**config.mk**
```make
export PLATFORM = sky130hd
export DESIGN_NAME = mbm_mult_pipe
export DESIGN_NICKNAME = d
export VERILOG_FILES = /design/src/rtl/mbm_pkg.sv /design/src/rtl/lod.sv /design/src/rtl/mbm_mult_pipe.sv
export SDC_FILE = /design/constraint.sdc
export NUM_CORES = 1
export LEC_CHECK = 0
export ABC_AREA = 1
export CAP_MARGIN = 20
export CELL_PAD_IN_SITES_DETAIL_PLACEMENT = 0
export CELL_PAD_IN_SITES_GLOBAL_PLACEMENT = 2
export CORE_UTILIZATION = 33
export DETAILED_ROUTE_END_ITERATION = 7
export PLACE_DENSITY = 0.86
export SLEW_MARGIN = 20
export SYNTH_ARGS = -nofsm -noshare
export SYNTH_HDL_FRONTEND = slang
export SYNTH_SLANG_ARGS = --single-unit
```
**constraint.sdc**
```tcl
create_clock -name clk -period 2.3 [get_ports clk]
set_clock_uncertainty 0.15 [all_clocks]
set_input_delay 0.46 -clock clk [delete_from_list [all_inputs] [get_ports clk]]
set_output_delay 0.46 -clock clk [all_outputs]
set_load 0.05 [all_outputs]
```
**src/rtl/mbm_pkg.sv**
```systemverilog
// mbm_pkg: widths, default bias and stage records shared by the Mitchell multiplier pipeline.
package mbm_pkg;
  localparam int OW = 8;
  localparam int PW = 16;
  localparam int FW = 7;
  localparam int LW = 3;
  localparam int KW = 4;
  localparam int SW = 9;
  localparam logic [FW-1:0] BIAS_DEF = 7'd8;
  typedef struct packed {
    logic zero;
    logic [LW-1:0] k_a;
    logic [LW-1:0] k_b;
    logic [FW-1:0] x_a;
    logic [FW-1:0] x_b;
  } s1_t;
  typedef struct packed {
    logic zero;
    logic [KW-1:0] k;
    logic [SW-1:0] sum;
  } s2_t;
endpackage

```
**src/rtl/lod.sv**
```systemverilog
// lod: leading-one detector, returns the index of the highest set bit (0 for a zero input).
module lod
  import mbm_pkg::*;
(
  input  logic [OW-1:0] value,
  output logic [LW-1:0] pos
);
  always_comb begin
    pos = '0;
    for (int i = 0; i < OW; i++) if (value[i]) pos = LW'(i);
  end
endmodule

```
**src/rtl/mbm_mult_pipe.sv**
```systemverilog
// mbm_mult_pipe: 3-stage minimally biased Mitchell log multiplier with valid/ready flow control.
// Define MBM_BIAS_EN to add BIAS to the fraction sum; otherwise plain Mitchell.
module mbm_mult_pipe
  import mbm_pkg::*;
#(
  parameter logic [FW-1:0] BIAS = BIAS_DEF
) (
  input  logic          clk,
  input  logic          rst,
  input  logic          in_valid,
  output logic          in_ready,
  input  logic [OW-1:0] in_a,
  input  logic [OW-1:0] in_b,
  output logic          out_valid,
  input  logic          out_ready,
  output logic [PW-1:0] out_product
);
  logic v1, v2, v3, ld1, ld2, ld3, carry;
  s1_t s1, s1_d;
  s2_t s2, s2_d;
  logic [LW-1:0] k_a, k_b;
  logic [FW-1:0] bias_eff;
  logic [OW-1:0] mant;
  logic [KW-1:0] ex;
  logic [PW-1:0] prod_d;
  lod u_lod_a (.value(in_a), .pos(k_a));
  lod u_lod_b (.value(in_b), .pos(k_b));
`ifdef MBM_BIAS_EN
  assign bias_eff = BIAS;
`else
  assign bias_eff = {FW{1'b0}} & BIAS;
`endif
  // each stage loads when empty or when it drains downstream this cycle
  assign ld3 = !v3 | out_ready;
  assign ld2 = !v2 | ld3;
  assign ld1 = !v1 | ld2;
  assign in_ready = !rst & ld1;
  assign out_valid = v3;
  always_comb begin
    s1_d.zero = (in_a == '0) | (in_b == '0);
    s1_d.k_a = k_a;
    s1_d.k_b = k_b;
    s1_d.x_a = FW'(in_a << (LW'(OW-1) - k_a));
    s1_d.x_b = FW'(in_b << (LW'(OW-1) - k_b));
    s2_d.zero = s1.zero;
    s2_d.k = KW'(s1.k_a) + KW'(s1.k_b);
    s2_d.sum = SW'(s1.x_a) + SW'(s1.x_b) + SW'(bias_eff);
    carry = s2.sum[SW-1:FW] != '0;
    mant = carry ? (s2.sum[SW-1] ? {OW{1'b1}} : s2.sum[OW-1:0]) : {1'b1, s2.sum[FW-1:0]};
    ex = carry ? s2.k + 1'b1 : s2.k;
    prod_d = s2.zero ? '0 : PW'(((PW+FW)'(mant) << ex) >> FW);
  end
  always_ff @(posedge clk) begin
    if (rst) begin
      v1 <= 1'b0;
      v2 <= 1'b0;
      v3 <= 1'b0;
      out_product <= '0;
    end else begin
      if (ld1) v1 <= in_valid;
      if (ld2) v2 <= v1;
      if (ld3) v3 <= v2;
      if (ld3 & v2) out_product <= prod_d;
    end
  end
  always_ff @(posedge clk) begin
    if (ld1 & in_valid) s1 <= s1_d;
    if (ld2 & v1) s2 <= s2_d;
  end
endmodule

```
Word-level counts from Yosys, hierarchy flattened. Index checks and enable logic that the tools add are counted.

Register bits: 54. Output and inout bits: 18.

Muxes and demuxes: 18. Shift operators: 3. Reductions and logical operators: 7. Bitwise operators: 8. $add $sub $neg: 5.

Operators with widths (count): 2-to-1 mux 3 bit (8); << shifter 8 x 4 -> 23 bit (1); zero test 8 bit (2); 2-to-1 mux 16 bit (1); 2-to-1 mux 8 bit (2); << shifter 8 x 3 -> 7 bit (2); adder 7 x 7 -> 8 bit (1); 2-to-1 mux 2 bit (4); subtractor 3 bit (first input constant) (2); adder 3 x 3 -> 4 bit (1); adder 4 x 1 -> 4 bit (second input constant) (1); AND 1 bit (4); zero test 1 bit (4); 2-to-1 mux 4 bit (1); bitwise OR 1 bit (4); 2-to-1 mux 1 bit (2); nonzero test 2 bit (1).

Logic depth before layout (Yosys ltp). Gate-level depths: netlist of run 1.

Depth after elaboration: 9. Gate-level depth with buffers: 12. Depth with buffers taken out: 11.

Modules after synthesis. From an unflattened synthesis of run 1, not the netlist that was laid out.

Cell total of the unflattened synthesis: 390. Area total of the unflattened synthesis: 3166.8 µm².

Modules (own cells, without submodules): mbm_mult_pipe (area an instance 3039.2 µm², cells an instance 360, times used 1); lod (area an instance 63.8 µm², cells an instance 15, times used 2).

Worst setup path after synthesis of run 1. OpenSTA, ideal clock, no wires.

Path kind: reg2reg. From: register s1[0] in the netlist's numbering. To: register s2[6] in the netlist's numbering (data pin). Slack: 0.402 ns. Stages on the path, launching flop included: 9. Library setup time: 0.258 ns. Data arrival time: 1.490 ns. Clock period less this slack: 1.898 ns. Path through: edfxtp_1 ha_1 inv_1 fa_1 o21ai_0 nand2_1 a21oi_1 nor2_1 xnor2_1.

RTL lines: start, declared (RTL line mbm_mult_pipe.sv:19) `s1_t s1, s1_d;`; start signal, assigned (RTL line mbm_mult_pipe.sv:67) `if (ld1 & in_valid) s1 <= s1_d;`; end signal, assigned (RTL line mbm_mult_pipe.sv:68) `if (ld2 & v1) s2 <= s2_d;`; end, declared (RTL line mbm_mult_pipe.sv:20) `s2_t s2, s2_d;`.

Worst setup path in the final report of run 1.
From: input out_ready. To: output in_ready.

Longest elaborated chain between the ends: 4.

Ends and longest elaborated chain: start, declared (RTL line mbm_mult_pipe.sv:15) `input logic out_ready,`; bitwise OR 1 bit (RTL line mbm_mult_pipe.sv:34) `assign ld3 = !v3 | out_ready;`; bitwise OR 1 bit (RTL line mbm_mult_pipe.sv:35) `assign ld2 = !v2 | ld3;`; bitwise OR 1 bit (RTL line mbm_mult_pipe.sv:36) `assign ld1 = !v1 | ld2;`; AND 1 bit (RTL line mbm_mult_pipe.sv:37) `assign in_ready = !rst & ld1;`; end, declared (RTL line mbm_mult_pipe.sv:11) `output logic in_ready,`.

Every way passes these cells.

==> flow_summary.yaml, run 1 <==
global_routing:
  antenna_found_initial: 0
  grt_pass1_vias: 2611
  overflow: 0
  grt_start_max_net_pins: 22
  grt_pass1_wl_um: 11480
  grt_usage_pct: 14.70
placed_design:
  dp_hpwl_um: 5332
  dp.cells: 543
  place_congestion: 0.8655
  port_buffers: 37
clock_network:
  cts_sinks: 53
  cts_buffers: 5
  cts_root_buffer: "clkbuf_8"
  cts_setup_buffers: 0
  h-tree-depth: 2
  cts_buffer_depth: 2
  ctsHoldBuffers: 0
  clkSlewWorstSetupHoldPaths_ns: 0.09
  cts_tree: "done"
  insertion_delay_ns: 0.31
  cts-resized-gates: 0
synth:
  synth-compound-area-share_pct: 8.316
  ys_types: 32
  yosysWarningCount: 0
  synthDominantCellAreaShare_pct: 33.10
  syn_nets: 424
  syn_area_um2: 3084
  yosysTopAreaCell: "edfxtp_1"
  yosysSeqAreaShare_pct: 45.44
  syn_inst: 391
  yosys.area_share.simple_pct: 31.28
  postSynthAreaPerCell_um2: 7.888
  synthTopCellsByArea: "edfxtp_1 33%, nand2_1 14%, dfxtp_1 12%, nand3_1 9.2%, inv_1 6.0%"
  synth_mux_area_share_pct: 0
  ys_ff_latch: 53
  synthXorXnorAreaFrac_pct: 1.988
  synth_top_family_by_area: "simple AND/OR/NAND/NOR gates"
  synthAdderAreaFrac_pct: 5.761
sta:
  tightest_slew_ns: 0.5061
  slew_viol_final: 0
  setup_viol: 0
  fin_tns_setup_ns: 0
  relSlewSlack_pct: 66.18
  period_share_pct: 92.86
  rsz0062_at_grt: "false"
  layout_min_cycle_time_ns: 2.136
  fmax_ghz: 0.4682
  final_hold_viol_count: 0
worst_setup_path:
  crit-reg2reg-launch: "s1[0]$_SDFFCE_PP0P_"
  rr_worst_depth: 8
  start_kind: "input pin"
  reg2reg_to: "s2[6]$_DFFE_PP_"
  crit_type: "input pin to primary output"
  worstPathMaxFanout: 4
  crit_path_end_kind: "primary output"
  r2r_slack_ns: 0.25
  cp.arrival_ns: 1.53
  required_ns: 1.69
drt:
  wl_per_cell_um: 11.95
  post_drt_via_cell_ratio: 4.846
  final_antenna_net_count: 0
  vias: 2670
  detail_route.first_pass.iterations: 5
  drc: 0
  drt_wl_total_um: 6583
  dr.first_iter.drc_count: 69
die:
  rows: 34
  start_util_pct: 34.69
  ioPinCount: 38
  die_x_um: 98.68
  dieArea_um2: 9737
  core_um2: 8891
  dieHeight_um: 98.68
cells_and_area:
  final_cells: 551
  area_delta_synth_final_pct: 22.47
  antennaDiodeCount: 0
  n_fill_cell: 918
  fin_nets: 475
  final_layout_size_suffix_gt1_share_pct: 7.449
flow_run:
  cap_violations: 0
pwr:
  ir_worst_vdd_uv: 213.4
  p_leak_nw: 1.618
  power_density_nw_per_um2: 580.3
status:
  status: "complete, no violations"
hold_path:
  hold_class: "flop to flop"
  hp-start: "out_product[5]$_SDFFE_PP0P_"
  min_to: "out_product[5]$_SDFFE_PP0P_"
  worstHoldPathCells: 2
[layout make-up]
type                            count  area (um2)  area share, %
Timing Repair Buffer               49       495.5          13.12
Tap cell                          108       135.1          3.577
Clock inverter                      3       21.27         0.5631
Multi-Input combinational cell    281        1460          38.66
Inverter                           52       195.2          5.167
Clock buffer                        5       68.82          1.822
Sequential cell                    53        1401          37.10
[routing by layer]
metal / track usage (%) / vias up / routed length (um)
li1: - / 1411 / -
met1: 17.26 / 1208 / 3060
met2: 27.52 / 47 / 3320
met3: 2.057 / 4 / 140
met4: 4.707 / 0 / 62
met5: 0 / - / 0
[cell usage after synthesis (all sizes together)]
| library cell | count |
|---|---|
| xor2 | 4 |
| nand4 | 9 |
| fa | 2 |
| nor2 | 22 |
| nor3 | 3 |
| nand3b | 4 |
| edfxtp | 34 |
| o41ai | 1 |
| xnor2 | 3 |
| inv | 51 |
| nand3 | 57 |
| buf | 2 |
| nand2 | 117 |
| clkbuf | 3 |
| ha | 11 |
| clkinv | 1 |
| o21ai | 15 |
| o211ai | 1 |
| a21oi | 30 |
| dfxtp | 19 |
| nor4 | 2 |
[power by group]
group          switching [mW]  total, mW  internal (mW)
Combinational           0.331      0.539          0.208
Clock                   0.315      0.532          0.217
Sequential             0.0298       1.12           1.09
Total                   0.676       2.19           1.52
[worst max-delay path: stages]
cell             delay, ns
clkdlybuf4s50_1       0.40
inv_1                 0.05
nand2_1               0.09
nor2_1                0.15
nand2_1               0.11
nand2_1               0.07
inv_1                 0.06
buf_12                0.14
[state kept, by name, summed over array words and instances (netlist names)]
signal / cells
s1: 21
out_product: 16
s2: 13
out_valid: 1
v1: 1
v2: 1
[cells by family after synthesis]
kind of cell,count (synthesis)
xor gates and xnor gates,7
AOI/OAI and AO/OA,47
adders and majority gates,13
buffers and inverters,57
DFF,53
and+or+nand+nor,214
[cells in the final DEF, fill, tap and decap left out]
master and count:
nand4_1 9, nand2_2 4, a21oi_2 1, nor3_4 1
nor3_2 1, inv_2 2, nand3b_1 4, dfxtp_1 19
nor3_1 1, o21ai_1 3, clkbuf_8 5, o21ai_4 1
buf_12 3, nor2_4 1, nand2_4 1, inv_1 49
xor2_1 4, buf_4 10, fa_1 2, o41ai_1 1
o21ai_0 11, a21oi_1 29, clkdlybuf4s50_1 36, nor2_1 20
edfxtp_1 34, nor4_1 2, nand2_1 112, nand3_1 57
nor2_2 1, clkinv_1 2, xnor2_1 3, clkinv_4 1
inv_6 1, ha_1 11, o211ai_1 1
[worst max-delay path by stage]
stage                              from              endpoint  depth (start not counted)
floorplan           s1[0]$_SDFFCE_PP0P_       s2[6]$_DFFE_PP_                          8
global placement                in_a[1]  s1[10]$_SDFFCE_PP0P_                          9
detailed placement              in_a[2]      s1[13]$_DFFE_PP_                          8
CTS                           out_ready              in_ready                          8
global route                  out_ready              in_ready                          8
finish                        out_ready              in_ready                          8
[per-stage QoR]
| stage | setup WS (ns) | utilization (%) | instance area [um2] | hold WS [ns] | power [mW] |
|---|---|---|---|---|---|
| global placement | -0.02419 | 41.47 | 3687 | 0.3025 | 1.681 |
| global route | 0.04941 | 42.49 | 3777 | 0.3368 | 2.339 |
| floorplan | 0.4021 | - | 3084 | 0.2503 | 1.510 |
| CTS | 0.1535 | 42.49 | 3777 | 0.3189 | 2.225 |
| detailed placement | -0.04349 | 41.47 | 3687 | 0.3044 | 1.686 |
| finish | 0.1643 | 42.49 | 3777 | 0.3158 | 2.192 |
No activity file was read; power rests on OpenSTA's default activity.
==> run 2, diff against run 1 <==
- CORE_MARGIN: default -> 2
==> flow_summary.yaml, run 2 (synthesis results as in run 1) <==
pwr:
  p_sw_share_pct: 31.17
  ir_worst_vdd_uv: 265.8
  p_int_mw: 1.519
  power_density_nw_per_um2: 585.1
  clkPwrFrac_pct: 24.9
  p_sw_mw: 0.6879
  power_frac_comb_pct: 24.4
  p_total_mw: 2.207
  p_leak_nw: 1.613
  seqPwrFrac_pct: 50.8
die:
  dieHeight_um: 100.7
  ioPinCount: 38
  start_util_pct: 33.70
  dieArea_um2: 10140
  die_x_um: 100.7
  core_um2: 9153
  rows: 35
cells_and_area:
  area_delta_synth_final_pct: 22.31
  final_layout_size_suffix_gt1_share_pct: 7.675
  largest_register_ffs: 21
  reg_top3: "s1 x21, out_product x16, s2 x13"
  largest_register: "s1"
  final_cell_mix: "112 x nand2_1, 57 x nand3_1, 49 x inv_1"
  fin_nets: 475
  antennaDiodeCount: 0
  layout_commonest_cell: "nand2_1"
  seq_area_um2: 1401
  multiInputGateArea_um2: 1460
  n_fill_cell: 935
global_routing:
  grt_pass1_wl_um: 11470
  antenna_found_initial: 0
  grt_usage_pct: 14.10
  grt_start_max_net_pins: 22
  overflow: 0
  grt_pass1_vias: 2575
placed_design:
  place_congestion: 0.9025
  port_buffers: 37
  dp_hpwl_um: 5391
worst_setup_path:
  cpMostUsedCell: "nand2_1"
  worstPathCellList: "clkdlybuf4s50_1 > inv_1 > nand2_1 > nor2_1 > nand2_1 > nand2_1 > inv_1 > buf_12"
  start_kind: "input pin"
  cp.arrival_ns: 1.51
  crit_path_end_kind: "primary output"
  crit_type: "input pin to primary output"
  rr_worst_depth: 8
  slowest_stage: "clkdlybuf4s50_1"
  crit-reg2reg-launch: "s1[0]$_SDFFCE_PP0P_"
  r2r_slack_ns: 0.31
  critical_path.max_stage_delay_ns: 0.46
  required_ns: 1.69
  worstPathMaxFanout: 4
  reg2reg_to: "s2[6]$_DFFE_PP_"
sta:
  whs_ns: 0.3184
  layout_min_cycle_time_ns: 2.125
  slew_viol_final: 0
  period_share_pct: 92.39
  fmax_ghz: 0.4706
  relSlewSlack_pct: 66.55
  rsz0062_at_grt: "false"
  final_hold_viol_count: 0
  setup_viol: 0
  tightest_slew_ns: 0.5005
  fin_tns_setup_ns: 0
drt:
  detail_route.first_pass.iterations: 4
  routed-wl-met2_um: 3438
  drt_wl_total_um: 6622
  routed.top_layer: "met4"
  drc: 0
  dr.first_iter.drc_count: 93
  drt-met1-wl_um: 2966
  wl_per_cell_um: 11.95
  wl_met3_um: 128
  final_antenna_net_count: 0
  post_drt_via_cell_ratio: 4.825
  vias: 2673
hold_path:
  hold_class: "flop to flop"
  worstHoldPathCells: 2
  hp-start: "out_product[10]$_SDFFE_PP0P_"
  min_to: "out_product[10]$_SDFFE_PP0P_"
clock_network:
  ctsHoldBuffers: 0
  cts_buffers: 5
  cts-resized-gates: 0
  cts_sinks: 53
  cts_setup_buffers: 0
  h-tree-depth: 2
  insertion_delay_ns: 0.31
  cts_buffer_depth: 2
  cts_tree: "done"
  clkSlewWorstSetupHoldPaths_ns: 0.10
  cts_root_buffer: "clkbuf_8"
status:
  status: "complete, no violations"
flow_run:
  cap_violations: 0
-- run 2: cell types whose count changed in the layout (fill, tap and decap cells not counted) --
cell	before	now
clkinvlp_4	0	1
o21ai_1	3	4
buf_12	3	2
inv_6	1	2
clkinv_1	2	1
o21ai_0	11	10
buf_4	10	11
clkinv_4	1	0
-- run 2: power groups by stage --
stage / clock network (mW) / logic, mW / registers, mW
floorplan: 0 / 0.354 / 1.16
global placement: 0 / 0.537 / 1.14
detailed placement: 0 / 0.540 / 1.14
CTS: 0.572 / 0.541 / 1.12
global route: 0.610 / 0.616 / 1.13
finish: 0.549 / 0.538 / 1.12
-- run 2: worst max path at each step --
stage                              startpoint             endpoint  slack, ns  cells past startpoint
after global placement                in_a[2]  s1[9]$_SDFFCE_PP0P_       0.04                      8
after detailed placement              in_a[2]     s1[11]$_DFFE_PP_      0.001                      7
after global routing                out_ready             in_ready       0.03                      8
final                               out_ready             in_ready       0.18                      8
after CTS                           out_ready             in_ready       0.16                      8
after floorplan           s1[0]$_SDFFCE_PP0P_      s2[6]$_DFFE_PP_       0.40                      8
-- run 2: worst max-delay path, delay by kind of cell --
family,cells,cell delay [ns]
buffers and inverters,4,0.73
and+or+nand+nor,4,0.34
-- run 2: layout make-up --
cell class	instances	area share, %
Clock buffer	5	1.824
Clock inverter	3	0.6633
Inverter	52	5.174
Multi-Input combinational cell	281	38.71
Sequential cell	53	37.15
Tap cell	111	3.682
Timing Repair Buffer	49	12.80
-- run 2: per-stage QoR --
step,setup slack (ns),std cells,utilization (%),cell area (um2)
floorplan,0.4021,391,-,3084
global placement,0.04406,546,40.19,3679
detailed placement,0.001469,546,40.19,3679
CTS,0.1561,554,41.22,3772
global route,0.03089,554,41.22,3772
finish,0.1750,554,41.22,3772
-- run 2: per-layer routing --
metal | up-vias | global-route usage (%)
met1 | 1227 | 16.35
li1 | 1409 | -
met2 | 31 | 26.72
met5 | - | 0
met4 | 0 | 4.110
met3 | 6 | 1.942
==> run 3, diff against run 2 <==
- CELL_PAD_IN_SITES_DETAIL_PLACEMENT: 0 -> 1
- CELL_PAD_IN_SITES_GLOBAL_PLACEMENT: 2 -> 1
- CORE_MARGIN: 2 -> 5
- CORE_UTILIZATION: 33 -> 41
- PLACE_DENSITY: 0.86 -> 0.85
==> flow_summary.yaml, run 3 (synthesis results as in run 1) <==
worst_setup_path:
  crit_type: "flop to flop"
  crit_path_end_kind: "flop"
  cp.arrival_ns: 2.19
  required_ns: 2.35
  worstPathCellList: "ha_1 > nand2_1 > o21ai_1 > nand3_1 > nand3_1 > nand3_1 > nand2_1 > a21oi_1"
  cp_num_buf_inv: 0
  rr_worst_depth: 8
  worstPathMaxFanout: 9
  reg2reg_to: "out_product[1]$_SDFFE_PP0P_"
  slowest_stage: "edfxtp_1"
  r2r_slack_ns: 0.16
  path_delay_family: "simple AND/OR/NAND/NOR gates"
  crit-reg2reg-launch: "s2[9]$_DFFE_PP_"
  cpMostUsedCell: "nand3_1"
  critical_path.max_stage_delay_ns: 0.46
  start_kind: "flop"
placed_design:
  port_buffers: 37
  place_congestion: 0.8637
  dp_hpwl_um: 6396
  dp.cells: 531
  placed_area_um2: 3654
die:
  rows: 31
  ioPinCount: 38
  die_x_um: 96.73
  dieHeight_um: 96.73
  dieArea_um2: 9357
  core_um2: 7292
  start_util_pct: 42.30
clock_network:
  h-tree-depth: 2
  cts_setup_buffers: 0
  cts_sinks: 53
  cts_buffers: 5
  cts_tree: "done"
  clkSlewWorstSetupHoldPaths_ns: 0.10
  cts_buffer_depth: 2
  insertion_delay_ns: 0.31
  cts_root_buffer: "clkbuf_8"
sta:
  fmax_ghz: 0.4667
  slew_viol_final: 0
  fin_tns_setup_ns: 0
  layout_min_cycle_time_ns: 2.143
  relSlewSlack_pct: 58.02
  final_hold_viol_count: 0
  rsz0062_at_grt: "false"
  tightest_slew_ns: 0.6255
  period_share_pct: 93.17
  setup_viol: 0
cells_and_area:
  layout_commonest_cell: "nand2_1"
  final_cell_mix: "112 x nand2_1, 57 x nand3_1, 49 x inv_1"
  final_layout_size_suffix_gt1_share_pct: 7.045
  antennaDiodeCount: 0
  fin_nets: 472
  reg_top3: "s1 x21, out_product x16, s2 x13"
  fin_area_um2: 3769
  largest_register_ffs: 21
  final_cells: 539
  largest_register: "s1"
  area_delta_synth_final_pct: 22.19
global_routing:
  overflow: 0
  grt_pass1_vias: 2982
  grt_start_max_net_pins: 22
  grt_pass1_wl_um: 13290
  grt_usage_pct: 16.92
  antenna_found_initial: 0
drt:
  post_drt_via_cell_ratio: 5.180
  wl_per_cell_um: 14.31
  final_antenna_net_count: 0
  vias: 2792
  dr.first_iter.drc_count: 93
  drt_wl_total_um: 7712
  detail_route.first_pass.iterations: 4
  drc: 0
hold_path:
  hold_class: "flop to flop"
  worstHoldPathCells: 2
  hp-start: "out_product[13]$_SDFFE_PP0P_"
  min_to: "out_product[13]$_SDFFE_PP0P_"
status:
  status: "complete, no violations"
pwr:
  ir_worst_vdd_uv: 279.0
  power_density_nw_per_um2: 616.8
  p_leak_nw: 1.611
flow_run:
  cap_violations: 0
-- run 3: cell count changes in the layout (fill, tap and decap cells not counted), sizes merged --
cell	change
bufinv	+1
buf	-3
clkinv	+1
inv	-2
-- run 3: report_power, final --
group | switching (mW) | leakage, nW | internal, mW | total, mW
Combinational | 0.353 | 1.08 | 0.204 | 0.557
Clock | 0.319 | 0.0543 | 0.326 | 0.645
Sequential | 0.0319 | 0.481 | 1.09 | 1.12
Total | 0.704 | 1.61 | 1.62 | 2.32
-- run 3: layout make-up --
cell class	count	area (um2)
fillers	926	3523
multi-input cells	281	1460
flip-flops and latches	53	1401
repair buffers	46	473.0
inverters	52	195.2
well taps	99	123.9
clock buffers	5	68.82
clock inverters	3	46.29
-- run 3: routing by layer --
metal / wire length (um) / share of wire, % / GRT usage [%]
met5: 0 / 0 / 0
met2: 4260 / 55 / 33.86
met3: 209 / 2.7 / 2.302
met1: 2982 / 39 / 17.12
met4: 260 / 3.4 / 7.235
-- run 3: worst register-to-register path, cell delays in order, from the launching register on --
cell      delay, ns
edfxtp_1       0.46
ha_1           0.38
nand2_1        0.06
o21ai_1        0.34
nand3_1        0.21
nand3_1        0.18
nand3_1        0.12
nand2_1        0.08
a21oi_1        0.06
-- run 3: metrics by stage --
step / power [mW] / worst slack (ns) / hold WS (ns) / util (%)
after floorplan: 1.510 / 0.4021 / 0.2503 / -
after global placement: 1.664 / -0.02329 / 0.3016 / 50.10
after detailed placement: 1.701 / -0.1525 / 0.3062 / 50.10
after CTS: 2.347 / 0.1014 / 0.3222 / 51.68
after global routing: 2.465 / 0.02500 / 0.3450 / 51.68
final: 2.325 / 0.1572 / 0.3181 / 51.68
-- run 3: worst max path at each step --
stage,cells past startpoint,from,endpoint
2_1_floorplan,8,s1[0]$_SDFFCE_PP0P_,s2[6]$_DFFE_PP_
3_3_place_gp,9,in_a[1],s1[10]$_SDFFCE_PP0P_
3_5_place_dp,9,in_a[5],s1[13]$_DFFE_PP_
4_1_cts,8,s1[0]$_SDFFCE_PP0P_,s2[6]$_DFFE_PP_
5_1_grt,9,in_a[5],s1[13]$_DFFE_PP_
6_report,8,s2[9]$_DFFE_PP_,out_product[1]$_SDFFE_PP0P_
-- run 3: repair_timing --
item,CTS,global route
setup endpoints to repair,0,1
resized for setup,0,1
hold buffers,0,0
hold endpoints to repair,0,0
